[config.mk]
export PLATFORM = sky130hd
export DESIGN_NAME = ysyx_22041211_lsu
export DESIGN_NICKNAME = d
export VERILOG_FILES = /design/src/rtl/ysyx_22041211_lsu.sv
export SDC_FILE = /design/constraint.sdc
export NUM_CORES = 1
export LEC_CHECK = 0
export ABC_AREA = 1
export BUFFER_PORTS_ARGS = -buffer_cell sky130_fd_sc_hd__buf_2
export CORE_MARGIN = 2
export CORE_UTILIZATION = 51
export CTS_CLUSTER_SIZE = 20
export DETAILED_ROUTE_END_ITERATION = 16
export PLACE_DENSITY = 0.82
export SLEW_MARGIN = 20
export SYNTH_ARGS = -nofsm -noshare
export SYNTH_HDL_FRONTEND = slang
export SYNTH_SLANG_ARGS = --single-unit
[constraint.sdc]
create_clock -name clk -period 3.68 [get_ports clk]
set_clock_uncertainty 0.15 [all_clocks]
set_input_delay 0.368 -clock clk [delete_from_list [all_inputs] [get_ports clk]]
set_output_delay 0.368 -clock clk [all_outputs]
set_load 0.005 [all_outputs]
[src/rtl/ysyx_22041211_lsu.sv]
// Multi-cycle load/store unit between EXU and WB: one instruction in flight, bus request/response.
// Optional macro YSYX_22041211_LSU_MISALIGN_EN traps misaligned half/word accesses without a bus cycle.
module ysyx_22041211_lsu #(
  parameter int unsigned DATA_LEN = 32
) (
  input  logic                clk,
  input  logic                rst_n,
  input  logic                in_valid_i,
  output logic                in_ready_o,
  input  logic                wd_i,
  input  logic [4:0]          wreg_i,
  input  logic [DATA_LEN-1:0] alu_result_i,
  input  logic [DATA_LEN-1:0] store_data_i,
  input  logic [2:0]          load_type_i,
  input  logic [1:0]          store_type_i,
  output logic                out_valid_o,
  input  logic                out_ready_i,
  output logic                wd_o,
  output logic [4:0]          wreg_o,
  output logic [DATA_LEN-1:0] wdata_o,
  output logic                misalign_o,
  output logic                bus_req_valid_o,
  input  logic                bus_req_ready_i,
  output logic [DATA_LEN-1:0] bus_addr_o,
  output logic                bus_wen_o,
  output logic [DATA_LEN-1:0] bus_wdata_o,
  output logic [3:0]          bus_wstrb_o,
  input  logic                bus_resp_valid_i,
  input  logic [DATA_LEN-1:0] bus_rdata_i
);

  typedef enum logic [1:0] {StIdle, StReq, StWait, StDone} state_e;

  localparam logic [2:0] LdLb  = 3'd1;
  localparam logic [2:0] LdLh  = 3'd2;
  localparam logic [2:0] LdLw  = 3'd3;
  localparam logic [2:0] LdLbu = 3'd4;
  localparam logic [2:0] LdLhu = 3'd5;
  localparam logic [1:0] StSb  = 2'd1;
  localparam logic [1:0] StSh  = 2'd2;
  localparam logic [1:0] StSw  = 2'd3;

  state_e              state_q;
  logic                rdy_q;
  logic                out_valid_q;
  logic                wd_q;
  logic [4:0]          wreg_q;
  logic [DATA_LEN-1:0] wdata_q;
  logic                misalign_q;
  logic [2:0]          ld_q;
  logic [1:0]          off_q;
  logic                req_valid_q;
  logic [DATA_LEN-1:0] bus_addr_q;
  logic                wen_q;
  logic [DATA_LEN-1:0] bus_wdata_q;
  logic [3:0]          wstrb_q;

  logic [1:0]          off;
  logic                is_load;
  logic                is_store;
  logic                mis;
  logic [DATA_LEN-1:0] lane_wdata;
  logic [3:0]          lane_strb;
  logic [DATA_LEN-1:0] rsh_b;
  logic [DATA_LEN-1:0] rsh_h;
  logic [DATA_LEN-1:0] ld_data;

  // A nonzero load type wins; a store type alongside it is ignored.
  always_comb begin
    off        = alu_result_i[1:0];
    is_load    = (load_type_i != 3'd0);
    is_store   = !is_load && (store_type_i != 2'd0);
    lane_wdata = store_data_i;
    lane_strb  = 4'b0000;
    if (is_store) begin
      unique case (store_type_i)
        StSb: begin
          lane_wdata = {4{store_data_i[7:0]}};
          lane_strb  = 4'b0001 << off;
        end
        StSh: begin
          lane_wdata = {2{store_data_i[15:0]}};
          lane_strb  = 4'b0011 << {off[1], 1'b0};
        end
        default: begin
          lane_wdata = store_data_i;
          lane_strb  = 4'b1111;
        end
      endcase
    end
  end

`ifdef YSYX_22041211_LSU_MISALIGN_EN
  always_comb begin
    mis = 1'b0;
    if (is_load && (load_type_i == LdLh || load_type_i == LdLhu) && off[0]) mis = 1'b1;
    if (is_load && load_type_i == LdLw && off != 2'b00) mis = 1'b1;
    if (is_store && store_type_i == StSh && off[0]) mis = 1'b1;
    if (is_store && store_type_i == StSw && off != 2'b00) mis = 1'b1;
  end
`else
  assign mis = 1'b0;
`endif

  always_comb begin
    rsh_b   = bus_rdata_i >> {off_q, 3'b000};
    rsh_h   = bus_rdata_i >> {off_q[1], 4'b0000};
    ld_data = bus_rdata_i;
    unique case (ld_q)
      LdLb:    ld_data = {{(DATA_LEN-8){rsh_b[7]}}, rsh_b[7:0]};
      LdLbu:   ld_data = {{(DATA_LEN-8){1'b0}}, rsh_b[7:0]};
      LdLh:    ld_data = {{(DATA_LEN-16){rsh_h[15]}}, rsh_h[15:0]};
      LdLhu:   ld_data = {{(DATA_LEN-16){1'b0}}, rsh_h[15:0]};
      LdLw:    ld_data = bus_rdata_i;
      default: ld_data = bus_rdata_i;
    endcase
  end

  always_ff @(posedge clk or negedge rst_n) begin
    if (!rst_n) begin
      state_q     <= StIdle;
      rdy_q       <= 1'b0;
      out_valid_q <= 1'b0;
      wd_q        <= 1'b0;
      wreg_q      <= '0;
      wdata_q     <= '0;
      misalign_q  <= 1'b0;
      ld_q        <= '0;
      off_q       <= '0;
      req_valid_q <= 1'b0;
      bus_addr_q  <= '0;
      wen_q       <= 1'b0;
      bus_wdata_q <= '0;
      wstrb_q     <= '0;
    end else begin
      unique case (state_q)
        StIdle: begin
          rdy_q <= 1'b1;
          if (rdy_q && in_valid_i) begin
            rdy_q      <= 1'b0;
            wd_q       <= mis ? 1'b0 : wd_i;
            wreg_q     <= wreg_i;
            wdata_q    <= alu_result_i;
            misalign_q <= mis;
            ld_q       <= load_type_i;
            off_q      <= off;
            if ((is_load || is_store) && !mis) begin
              req_valid_q <= 1'b1;
              bus_addr_q  <= {alu_result_i[DATA_LEN-1:2], 2'b00};
              wen_q       <= is_store;
              bus_wdata_q <= lane_wdata;
              wstrb_q     <= lane_strb;
              state_q     <= StReq;
            end else begin
              out_valid_q <= 1'b1;
              state_q     <= StDone;
            end
          end
        end
        StReq: begin
          if (bus_req_ready_i) begin
            req_valid_q <= 1'b0;
            state_q     <= StWait;
          end
        end
        StWait: begin
          if (bus_resp_valid_i) begin
            if (ld_q != 3'd0) wdata_q <= ld_data;
            out_valid_q <= 1'b1;
            state_q     <= StDone;
          end
        end
        StDone: begin
          if (out_ready_i) begin
            out_valid_q <= 1'b0;
            rdy_q       <= 1'b1;
            state_q     <= StIdle;
          end
        end
        default: state_q <= StIdle;
      endcase
    end
  end

  assign in_ready_o      = rdy_q;
  assign out_valid_o     = out_valid_q;
  assign wd_o            = wd_q;
  assign wreg_o          = wreg_q;
  assign wdata_o         = wdata_q;
  assign misalign_o      = misalign_q;
  assign bus_req_valid_o = req_valid_q;
  assign bus_addr_o      = bus_addr_q;
  assign bus_wen_o       = wen_q;
  assign bus_wdata_o     = bus_wdata_q;
  assign bus_wstrb_o     = wstrb_q;

endmodule

==> flow_summary.toml <==
[floorplanning]
fp.dieH_microns = 114
initial_utilization = 0.519
io_pins = 224
die_w_microns = 114
rows = 40
dieArea_sq_um = 13100
coreArea_sq_um = 12000

[yosys]
synth_top_family_by_area = "simple AND/OR/NAND/NOR gates"
synth-adder-area-share = 0.0161
ys_seq_area_frac = 0.464
synth_edf_count = 0
synth_warnings = 0
synthFlopType = "dfrtp_1"
ys_types = 32
synth-simple-area-share = 0.262
synth_compound_area_frac = 0.173
netlist_instances = 837
async_flop_share = 1.00
syn_area_sq_um = 6210
synth_mux_area_frac = 0
synth-xor-area-share = 0
avgSynthCellArea_sq_um = 7.41
synth_seq_cells = 115

[global_route]
grt_max_degree = 93
grt_pass1_vias = 5955
track_usage = 0.291
gr-total-overflow = 0
grt_first_pass_wirelength_microns = 29600
antenna_found_initial = 0

[drt]
wl_per_cell_microns = 15.5
ant_nets = 0
via_count = 6392
drt_iter0_drc = 680
via_per_inst = 5.33
first_pass_iters = 6
finalWirelength_microns = 18600
drcViolationCount = 0

[sta]
fin_crit_ns = 3.01
hold_viol = 0
rsz0062_at_grt = "no"
relSlewSlack = 0.399
worstMarginPinSlew_ns = 0.901
fin_crit_sh = 0.817
fmax_mhz = 333
maxSlewViolCount = 0
hold_slack_ns = 0.00708
finalSetupViolCount = 0
fin_tns_setup_ns = 0

[place]
port_buffers = 220
place_area_sq_um = 7310
gp_congestion = 0.893
hpwl_microns = 13300

[worst_setup_path]
critical_path_depth = 10
cp-start-kind = "flop"
critPathArrivalTime_ns = 3.15
rr_worst_depth = 10
worstSetupEndpointType = "flop"
cp_data_required_time_ns = 3.82
path_buf_inv = 4
critPathSlowestCell = "ha_1"
critPathMaxFanout = 50
crit_chain = "inv_1 > ha_1 > inv_4 > or2_1 > nand2_1 > inv_2 > nand2_4 > inv_2 > nor2_1 > a21oi_1"
cpMostUsedCell = "inv_2"
crit_family = "simple AND/OR/NAND/NOR gates"
path_class = "flop to flop"
critPathMaxStageDelay_ns = 0.60

[clock_network]
cts_tree = "yes"
clk_pin_slew_worst_paths_ns = 0.05
cts_buffers = 17
cts-htree-levels = 4
holdBufCountCts = 4
clock_sinks = 115
cts_setup_buffers = 0
ctsRootBufferMaster = "clkbuf_16"
cts_resized = 0
cts_buffer_depth = 2
clk-insertion-delay-late_ns = 0.41

[min_path]
hold_class = "input pin to flop"
hold_depth = 3

[layout]
n_fill_cell = 1066
area_delta_synth_final_pct = 27.1
layout_common_cells = "279 x nand2_1, 219 x buf_2, 115 x dfrtp_1"
diodes = 0
nets = 1161
final_core_util = 0.660
final_area_sq_um = 7890
final_common_cell = "nand2_1"
drive_gt1_frac = 0.255

[power]
ir_drop_mv = 0.523
p_clk_frac = 0.221
sw_frac_of_total = 0.413
comb_power_share = 0.455
leakagePower_nw = 4.32
powerDensity_nw_per_um2 = 878
netSwitchingPower_mw = 2.86
p_seq_frac = 0.324
finalPower_mw = 6.93
p_int_mw = 4.07

[outcome]
status = "finished clean"

[run]
maxCapViolations = 0
[sequential cells by signal (all words and copies together), names as in the netlist]
register / count
wd_o: 1
bus_wdata_o: 32
bus_wstrb_o: 4
bus_wen_o: 1
state_q: 2
ld_q: 3
wreg_o: 5
in_ready_o: 1
out_valid_o: 1
wdata_o: 32
bus_req_valid_o: 1
off_q: 2
bus_addr_o: 30
[final timing paths]
kind / startpoint / end / slack [ns]
worst max-delay path: state_q[0] / wdata_o[10] / 0.67
worst min-delay path: wd_i / wd_o / 0.007
worst max register to register: state_q[0] / wdata_o[10] / 0.67
worst min register to register: wd_o / wd_o / 0.32
max in group asynchronous: rst_n / bus_wstrb_o[0] / 2.19
min in group asynchronous: rst_n / wdata_o[19] / 0.43
[area by class of cell]
class / count / area, sq um / area share
clock buffers: 27 / 493 / 0.0625
flip-flops and latches: 115 / 2880 / 0.365
repair buffers: 229 / 1190 / 0.151
inverters: 74 / 282 / 0.0357
multi-input cells: 603 / 2810 / 0.356
clock inverters: 5 / 50.0 / 0.00634
well taps: 147 / 184 / 0.0233
[cell families after synthesis]
kind of cell / after synthesis
buffers and inverters: 121
AND/OR/NAND/NOR: 394
flip-flops: 115
other: 1
AO/OA/AOI/OAI: 198
adder cells (fa/ha/maj): 8
[routing by layer]
layer | up-vias | wire length (microns) | global-route usage
li1 | 3128 | - | -
met1 | 2931 | 8340 | 0.410
met2 | 289 | 8410 | 0.438
met3 | 44 | 1360 | 0.0678
met4 | 0 | 536 | 0.117
met5 | - | 0 | 0
[worst min-delay path, cell delays in order]
cell,delay [ns]
buf_2,0.07
nand2_1,0.04
nand2_1,0.05
[power by group through the flow]
stage          Clock (mW)  Combinational [mW]  Sequential [mW]
2_1_floorplan           0                2.05             2.26
3_3_place_gp            0                3.03             2.23
4_1_cts              1.55                3.14             2.24
3_5_place_dp            0                3.11             2.24
6_report             1.53                3.15             2.24
5_1_grt              1.60                3.59             2.31
[synth_stat cells (all sizes together) (4+ instances only)]
library cell	n	area share
nand2	282	0.17
dfrtp	115	0.46
o21ai	102	0.083
inv	72	0.044
a21oi	66	0.053
nand3	59	0.048
nor2	44	0.031
buf	27	0.027
clkbuf	20	0.012
a2bb2oi	16	0.023
ha	8	0.016
o22ai	8	0.0081
a31oi	5	0.0050
nand4	4	0.0040
[per-stage QoR]
stage	std cells	setup WS, ns
2_1_floorplan	839	1.84
3_3_place_gp	1164	0.838
3_5_place_dp	1164	0.719
4_1_cts	1200	0.695
5_1_grt	1200	0.321
6_report	1200	0.673
Note: power is estimated with default switching activity, not from simulation.
